==> src/rtl/infer_sequencer_pkg.sv <==
// Shared types and constants for the inference-core sequencer: state encoding,
// RAM depths, load-mode selectors and the default stage watchdog limit.
package cnn_ctrl_pkg;

  localparam int DATA_DEPTH      = 64;
  localparam int WEIGHT_DEPTH    = 54;
  localparam logic MODE_DATA     = 1'b0;
  localparam logic MODE_WEIGHT   = 1'b1;
  localparam int TIMEOUT_DEFAULT = 255;

  typedef enum logic [2:0] {
    ST_IDLE,
    ST_CONV,
    ST_POOL,
    ST_CONN,
    ST_DONE,
    ST_ERR
  } state_e;

endpackage

==> src/rtl/load_addr_counter.sv <==
// Byte-stream write address generator for one RAM; raises ready after a full
// DEPTH-byte fill and drops it on the first byte of the next fill.
module load_addr_counter
  import cnn_ctrl_pkg::*;
#(
  parameter int DEPTH = DATA_DEPTH
) (
  input  logic                     clk,
  input  logic                     rst_n,
  input  logic                     wen,
  input  logic                     flush,
  output logic [$clog2(DEPTH)-1:0] addr,
  output logic                     ready
);

  localparam int AW = $clog2(DEPTH);
  localparam logic [AW-1:0] LAST = AW'(DEPTH - 1);

  logic [AW-1:0] addr_q, addr_d;
  logic          ready_q, ready_d;

  // A full counter sits at address 0, so a reload naturally restarts there.
  always_comb begin
    addr_d  = addr_q;
    ready_d = ready_q;
    if (flush) begin
      addr_d  = '0;
      ready_d = 1'b0;
    end else if (wen) begin
      if (addr_q == LAST) begin
        addr_d  = '0;
        ready_d = 1'b1;
      end else begin
        addr_d  = addr_q + AW'(1);
        ready_d = 1'b0;
      end
    end
  end

  always_ff @(posedge clk or negedge rst_n) begin
    if (!rst_n) begin
      addr_q  <= '0;
      ready_q <= 1'b0;
    end else begin
      addr_q  <= addr_d;
      ready_q <= ready_d;
    end
  end

  assign addr  = addr_q;
  assign ready = ready_q;

endmodule

==> src/rtl/infer_sequencer.sv <==
// Load/run controller for the 8x8 inference core: RAM load addressing in IDLE,
// then conv -> pool -> connect launch with a per-stage watchdog.
module infer_sequencer
  import cnn_ctrl_pkg::*;
#(
  parameter int TIMEOUT = TIMEOUT_DEFAULT
) (
  input  logic                            clk,
  input  logic                            rst_n,
  input  logic                            mode,
  input  logic                            ram_en,
  input  logic                            calc_en,
  input  logic                            err_clr,
  input  logic                            conv_fin,
  input  logic                            pool_fin,
  input  logic                            connect_fin,
  output logic                            data_ram_en,
  output logic [$clog2(DATA_DEPTH)-1:0]   data_ram_waddr,
  output logic                            weight_ram_en,
  output logic [$clog2(WEIGHT_DEPTH)-1:0] weight_ram_waddr,
  output logic                            conv_en,
  output logic                            pool_en,
  output logic                            connect_en,
  output logic                            out_data_flag,
  output logic                            busy,
  output logic                            err
);

  localparam int WDW = $clog2(TIMEOUT + 1);
  localparam logic [WDW-1:0] WD_LAST = WDW'(TIMEOUT - 1);

  state_e         state_q;
  logic [WDW-1:0] wd_q;
  logic           conv_en_q, pool_en_q, connect_en_q, out_flag_q, busy_q, err_q;
  logic           data_ready, weight_ready, start, err_leave, wd_expired;

  assign data_ram_en   = ram_en & (mode == MODE_DATA)   & (state_q == ST_IDLE);
  assign weight_ram_en = ram_en & (mode == MODE_WEIGHT) & (state_q == ST_IDLE);
  assign start         = (state_q == ST_IDLE) & calc_en & data_ready & weight_ready;
  assign err_leave     = (state_q == ST_ERR) & err_clr;
  assign wd_expired    = (wd_q == WD_LAST);

  // Starting a run consumes the data frame; weights stay loaded across frames.
  load_addr_counter #(.DEPTH(DATA_DEPTH)) u_data_cnt (
    .clk   (clk),
    .rst_n (rst_n),
    .wen   (data_ram_en),
    .flush (start | err_leave),
    .addr  (data_ram_waddr),
    .ready (data_ready)
  );

  load_addr_counter #(.DEPTH(WEIGHT_DEPTH)) u_weight_cnt (
    .clk   (clk),
    .rst_n (rst_n),
    .wen   (weight_ram_en),
    .flush (1'b0),
    .addr  (weight_ram_waddr),
    .ready (weight_ready)
  );

  always_ff @(posedge clk or negedge rst_n) begin
    if (!rst_n) begin
      state_q      <= ST_IDLE;
      wd_q         <= '0;
      conv_en_q    <= 1'b0;
      pool_en_q    <= 1'b0;
      connect_en_q <= 1'b0;
      out_flag_q   <= 1'b0;
      busy_q       <= 1'b0;
      err_q        <= 1'b0;
    end else begin
      conv_en_q    <= 1'b0;
      pool_en_q    <= 1'b0;
      connect_en_q <= 1'b0;
      out_flag_q   <= 1'b0;
      wd_q         <= wd_q + WDW'(1);
      case (state_q)
        ST_IDLE: if (start) begin
          state_q   <= ST_CONV;
          conv_en_q <= 1'b1;
          busy_q    <= 1'b1;
          wd_q      <= '0;
        end
        // A fin arriving on the last watchdog cycle still advances the stage.
        ST_CONV: if (conv_fin) begin
          state_q   <= ST_POOL;
          pool_en_q <= 1'b1;
          wd_q      <= '0;
        end else if (wd_expired) begin
          state_q <= ST_ERR;
          err_q   <= 1'b1;
        end
        ST_POOL: if (pool_fin) begin
          state_q      <= ST_CONN;
          connect_en_q <= 1'b1;
          wd_q         <= '0;
        end else if (wd_expired) begin
          state_q <= ST_ERR;
          err_q   <= 1'b1;
        end
        ST_CONN: if (connect_fin) begin
          state_q    <= ST_DONE;
          out_flag_q <= 1'b1;
        end else if (wd_expired) begin
          state_q <= ST_ERR;
          err_q   <= 1'b1;
        end
        ST_DONE: begin
          state_q <= ST_IDLE;
          busy_q  <= 1'b0;
        end
        ST_ERR: if (err_clr) begin
          state_q <= ST_IDLE;
          busy_q  <= 1'b0;
          err_q   <= 1'b0;
        end
        default: begin
          state_q <= ST_IDLE;
          busy_q  <= 1'b0;
          err_q   <= 1'b0;
        end
      endcase
    end
  end

  assign conv_en       = conv_en_q;
  assign pool_en       = pool_en_q;
  assign connect_en    = connect_en_q;
  assign out_data_flag = out_flag_q;
  assign busy          = busy_q;
  assign err           = err_q;

endmodule

==> config.mk <==
export PLATFORM = sky130hd
export DESIGN_NAME = infer_sequencer
export DESIGN_NICKNAME = d
export VERILOG_FILES = /design/src/rtl/infer_sequencer_pkg.sv /design/src/rtl/load_addr_counter.sv /design/src/rtl/infer_sequencer.sv
export SDC_FILE = /design/constraint.sdc
export NUM_CORES = 1
export LEC_CHECK = 0
export BUFFER_PORTS_ARGS = -buffer_cell sky130_fd_sc_hd__buf_2
export CORE_ASPECT_RATIO = 0.7
export CORE_MARGIN = 5
export CORE_UTILIZATION = 54
export CTS_CLUSTER_SIZE = 25
export DETAILED_ROUTE_END_ITERATION = 12
export HOLD_SLACK_MARGIN = 0.02
export PLACE_DENSITY_LB_ADDON = 0.05
export SYNTH_ARGS = -nofsm -noshare
export SYNTH_HDL_FRONTEND = slang
export SYNTH_HIERARCHICAL = 1
export SYNTH_SLANG_ARGS = --single-unit
==> constraint.sdc <==
create_clock -name clk -period 2.25 [get_ports clk]
set_input_delay 0.1125 -clock clk [delete_from_list [all_inputs] [get_ports clk]]
set_output_delay 0.1125 -clock clk [all_outputs]
set_load 0.01 [all_outputs]
Yosys cells after proc, flatten, opt, wreduce, memory -nomap -nowiden
Cells that the tools add are included.
Cells by class
  $add $sub $neg: 3
  eq/ne operators: 13
  muxes and demuxes: 35
  bitwise logic cells: 12
  reduce and logical (&&, ||, !) cells: 7
Operators with widths (count)
  2-to-1 mux 6 bit: 4
  2-to-1 mux 8 bit: 3
  one-hot mux 8 bit (3 select lines): 1
  2-to-1 mux 1 bit: 18
  2-to-1 mux 3 bit: 6
  one-hot mux 3 bit (5 select lines): 1
  adder 6 x 1 -> 6 bit (second input constant): 2
  equality test 6 bit (second input constant): 2
  != test 2 bit (second input constant): 5
  adder 8 x 1 -> 8 bit (second input constant): 1
  AND 1 bit: 8
  equality test 8 bit (second input constant): 1
  equality test 3 x 2 -> 1 bit (second input constant): 2
  equality test 3 bit (second input constant): 2
  one-hot mux 1 bit (5 select lines): 1
  AND reduction 5 bit: 1
  equality test 3 x 1 -> 1 bit (second input constant): 1
  zero test 3 bit: 1
  inverter 1 bit: 3
  one-hot mux 1 bit (3 select lines): 1
  AND reduction 3 bit: 1
  OR reduction 3 bit: 1
  AND reduction 2 bit: 1
  nonzero test 2 bit: 1
  2 further kinds: 2
Storage, ports and cells
  register bits: 31
  input bits: 9
  output and inout bits: 20
  word-level logic and storage cells: 82

Longest topological paths before layout
  word-level depth: 6
  mapped depth: 8
  gate-level depth less buffers: 6

Modules after synthesis
Netlist, hierarchy kept.
Modules (own cells, without submodules)
  infer_sequencer: times used 1, cells each 85, area an instance 865.8 um2, seq. area each 425.4 um2
  load_addr_counter (u_weight_cnt): times used 1, cells each 42, area an instance 396.6 um2, seq. area each 175.2 um2
  load_addr_counter (u_data_cnt): times used 1, cells each 33, area an instance 344.1 um2, seq. area each 175.2 um2

Worst setup path before layout
OpenSTA, ideal clock, no wires.
  kind: reg-to-reg
  start: register state_q[2]
  end: register u_weight_cnt.addr_q[5], in the netlist u_weight_cnt/addr[5]
  setup time: 0.104 ns
  arrival: 1.874 ns
  data required time: 2.146 ns
  setup slack: 0.272 ns
  stages on the path, launching flop included: 7
  buffers on the path: 1
  clock period less this slack: 1.978 ns
  cells stage by stage: dfrtp_1 -> buf_2 -> nor3_1 -> and3_1 -> o2111ai_2 -> or3_1 -> a221oi_1
On the way
  cells in the longest elaborated chain, start to end: 2
Ends and longest elaborated chain
  start, declared: RTL line infer_sequencer.sv:32  | state_e state_q;
  start signal, assigned: RTL line infer_sequencer.sv:64  | state_q <= ST_IDLE;
  start signal, assigned: RTL line infer_sequencer.sv:80  | state_q <= ST_CONV;
  start signal, assigned: RTL line infer_sequencer.sv:87  | state_q <= ST_POOL;
  zero test 3 bit: RTL line infer_sequencer.sv:38  | assign weight_ram_en = ram_en & (mode == MODE_WEIGHT) & (state_q == ST_IDLE);
  AND 1 bit: RTL line infer_sequencer.sv:38
  net weight_ram_en: RTL line infer_sequencer.sv:19  | output logic weight_ram_en,
  end signal, assigned: RTL line load_addr_counter.sv:45  | addr_q <= addr_d;
  end, declared: RTL line load_addr_counter.sv:19  | logic [AW-1:0] addr_q, addr_d;
The timed path passes the listed nets, and every way through them passes these cells.
A chain may end at the register's enable or synchronous reset.

Worst setup path after layout
  start: register state_q[2]
  end: register u_data_cnt.addr_q[5], in the netlist u_data_cnt/addr[5]
On the way
  cells in the longest elaborated chain, start to end: 6
  elaborated cells on any way between the ends: 10
  classes of those cells: eq/ne: 1; mux: 1; bitwise: 6; reduce/logical: 2
Ends and longest elaborated chain
  zero test 3 bit: RTL line infer_sequencer.sv:37, infer_sequencer.sv:39
  AND 1 bit (3 in series): RTL line infer_sequencer.sv:39  | assign start = (state_q == ST_IDLE) & calc_en & data_ready & weight_ready;
  OR 1 bit: RTL line infer_sequencer.sv:48  | .flush (start | err_leave),
  2-to-1 mux 6 bit / nonzero test 2 bit (equally long branches)
  end signal, assigned: RTL line load_addr_counter.sv:45
  end, declared: RTL line load_addr_counter.sv:19
Parallel ways exist; a longest one is shown, timed or not.

==> results_dict.tcl <==
set metrics [dict create \
    outcome "complete, no violations" \
    die-area_mm2 0.004183 \
    synth.most_common_cell "dfrtp_1" \
    post-place-ws_ps 435.5 \
    synth_commonest_cells "31 x dfrtp_1, 19 x nor2_1, 15 x nand2_1" \
    maxCapViolCount 0 \
    drc_errors 0 \
    grt_max_degree 32 \
    num_vias 1289 \
    finalClockSkew_ps 6.100 \
    io_pins 29 \
    synth_area_leader_cell "dfrtp_1" \
    tritoncts "yes" \
    vias_per_cell 5.393 \
    cp-end-kind "flip-flop" \
    peakVddDrop_v 0.0005927 \
    grt_pass1_vias 1251 \
    startpoint_type "flip-flop" \
    drt_pass1_iterations 4 \
    n_antenna_cell 0 \
    clock_latency_ps 280 \
    clockBufferDepth 2 \
    clkSinkCount 31 \
    setup_tns_ps 0 \
    routed_wl_mm 3.240 \
    portBuffers 28 \
    fin_crit_sh_pct 80.83 \
    synth_top_flop_cell "dfrtp_1" \
    arrival_ps 2020 \
    fmax_mhz 549.8 \
    wl_per_cell_um 13.56 \
    yosysUniqueCellTypes 44 \
    drive_above_1_share_pct 23.15 \
    grt_pass1_wl_mm 5.575 \
    grt_overflow 0 \
    yosysSeqAreaShare_pct 48.29 \
    slew_headroom_pct 56.00 \
    start_util_pct 56.91 \
    grt_use_total_pct 17.38 \
    synth-edff-count 0 \
    ys.warnings.count 6 \
    htreeDepth 2 \
    final_nets 218 \
    cts_setup_buffers 0 \
    worst-setup-path-type "reg2reg" \
    drtIter0Drc 102 \
    numCtsBuffers 5 \
    cts_hold_buf 1 \
    hold_viol_final 0 \
    synth-seq-cells 31 \
    finalSetupViolations 0 \
    avgSynthCellArea_um2 10.04 \
    synth-async-reset-ratio_pct 100.0 \
    die_w_um 75.19 \
    core_mm2 0.002823 \
    hp-class "in2reg" \
    syn_area_mm2 0.001607 \
    report.final.slew_viol_count 0 \
    clk_pin_slew_ps 60 \
    cts_root_buf "clkbuf_8" \
    gp_congestion 0.8782 \
    total_leakage_power_nw 0.9337 \
    cts_resized 0 \
    die_h_um 55.64 \
    hpwlAfterDp_mm 2.459 \
    rsz0062_at_grt "false" \
    area_delta_synth_final_pct 18.85 \
    ant_nets 0 \
    worst_slack_ps 431.2 \
    required_ps 2450 \
    min_period_ps 1819 \
    worst_pin_slew_ps 660.0 \
    critPathMaxFanout 7 \
    netlist_instances 160 \
    fp-row-count 16 \
    antenna_found_initial 0 \
    power_density_mw_per_mm2 944.7 \
    synth.top_cell.area_share_pct 48.29 \
    yosys-top-cells-area "dfrtp_1 48%, nor2_1 4.4%, ha_1 3.9%, xor2_1 3.8%, nand2_1 3.5%" \
]
==> layout by cell type (no fill, tap or decap), drive strengths merged, types with 2 or more instances in the layout <==
master	netlist	layout
and3	3	3
nor3	2	2
xor2	7	7
o2111ai	2	2
nor2b	3	3
and2b	3	3
or3	3	3
clkbuf	0	6
a31oi	4	4
ha	5	5
nand2	15	15
inv	7	7
o31ai	2	2
dfrtp	31	31
a211oi	2	2
o21ai	7	7
nand3b	3	3
nand2b	3	3
buf	4	33
a21oi	8	8
xnor2	3	3
and4	2	2
conb	1	8
nor2	20	20
nand3	5	5
nand4	2	2
==> final cells by class <==
type | instances | area (um^2)
flip-flops and latches | 31 | 775.7
inverters | 7 | 26.28
clock buffers | 6 | 72.57
well taps | 36 | 45.04
multi-input cells | 125 | 802.0
repair buffers | 34 | 187.7
fillers | 233 | 913.4
==> through the flow <==
| step | total power, mW | utilization [%] | instances | hold WS [ps] | cell area (um^2) |
|---|---|---|---|---|---|
| finish | 1.804 | 67.64 | 239 | 103.4 | 1909 |
| floorplan | 1.237 | - | 167 | -183.1 | 1633 |
| CTS | 1.817 | 67.64 | 239 | 97.79 | 1909 |
| global placement | 1.398 | 64.72 | 232 | 175.6 | 1827 |
| global route | 1.928 | 67.64 | 239 | 123.0 | 1909 |
| detailed placement | 1.421 | 64.72 | 232 | 190.6 | 1827 |
==> sequential cells by signal (all words and copies together) (netlist names), 3 cells and up <==
signal	cells
u_weight_cnt/addr	6
state_q	3
u_data_cnt/addr	6
wd_q	8
==> report_power, final <==
group / switching (mW) / internal (mW) / total, mW
Combinational: 0.377 / 0.274 / 0.650
Clock: 0.184 / 0.205 / 0.390
Sequential: 0.102 / 0.662 / 0.764
Total: 0.662 / 1.14 / 1.80
==> critical path, cell delays in order, from the launching register on <==
cell and delay (ps):
dfrtp_1 370, nor3_1 300, and2b_1 210, a31o_2 210, o2111ai_2 180, or3_1 330
a21oi_1 140
==> cell families (layout without fill, tap and decap cells) <==
family / Yosys count / after routing / share of synthesized area, %
xor gates and xnor gates: 10 / 10 / 5.452
adders and majority gates: 5 / 5 / 3.894
and+or+nand+nor: 68 / 68 / 22.20
buffers and inverters: 11 / 47 / 3.427
other: 1 / 8 / 0.2334
muxes: 1 / 1 / 0.6231
AOI/OAI and AO/OA: 33 / 33 / 15.89
DFF: 31 / 31 / 48.29
==> path summary, 6_finish.rpt <==
check	start	slack [ps]	cells past startpoint	end
setup reg to reg	state_q[2]	430	6	u_data_cnt/addr[5]
hold / removal	conv_fin	100	2	pool_en
hold reg to reg	wd_q[0]	510	1	wd_q[0]
setup / recovery	state_q[2]	430	6	u_data_cnt/addr[5]
min in group asynchronous	rst_n	400	2	wd_q[7]
max in group asynchronous	rst_n	1420	2	u_data_cnt/addr[2]
==> per-layer routing <==
layer / global-route usage [%] / share of wire (%)
met4: 9.476 / 2.3
met3: 5.415 / 5.5
met5: 0 / 0
met1: 23.95 / 47
met2: 23.95 / 45
Note: power is estimated with default switching activity, not from simulation.
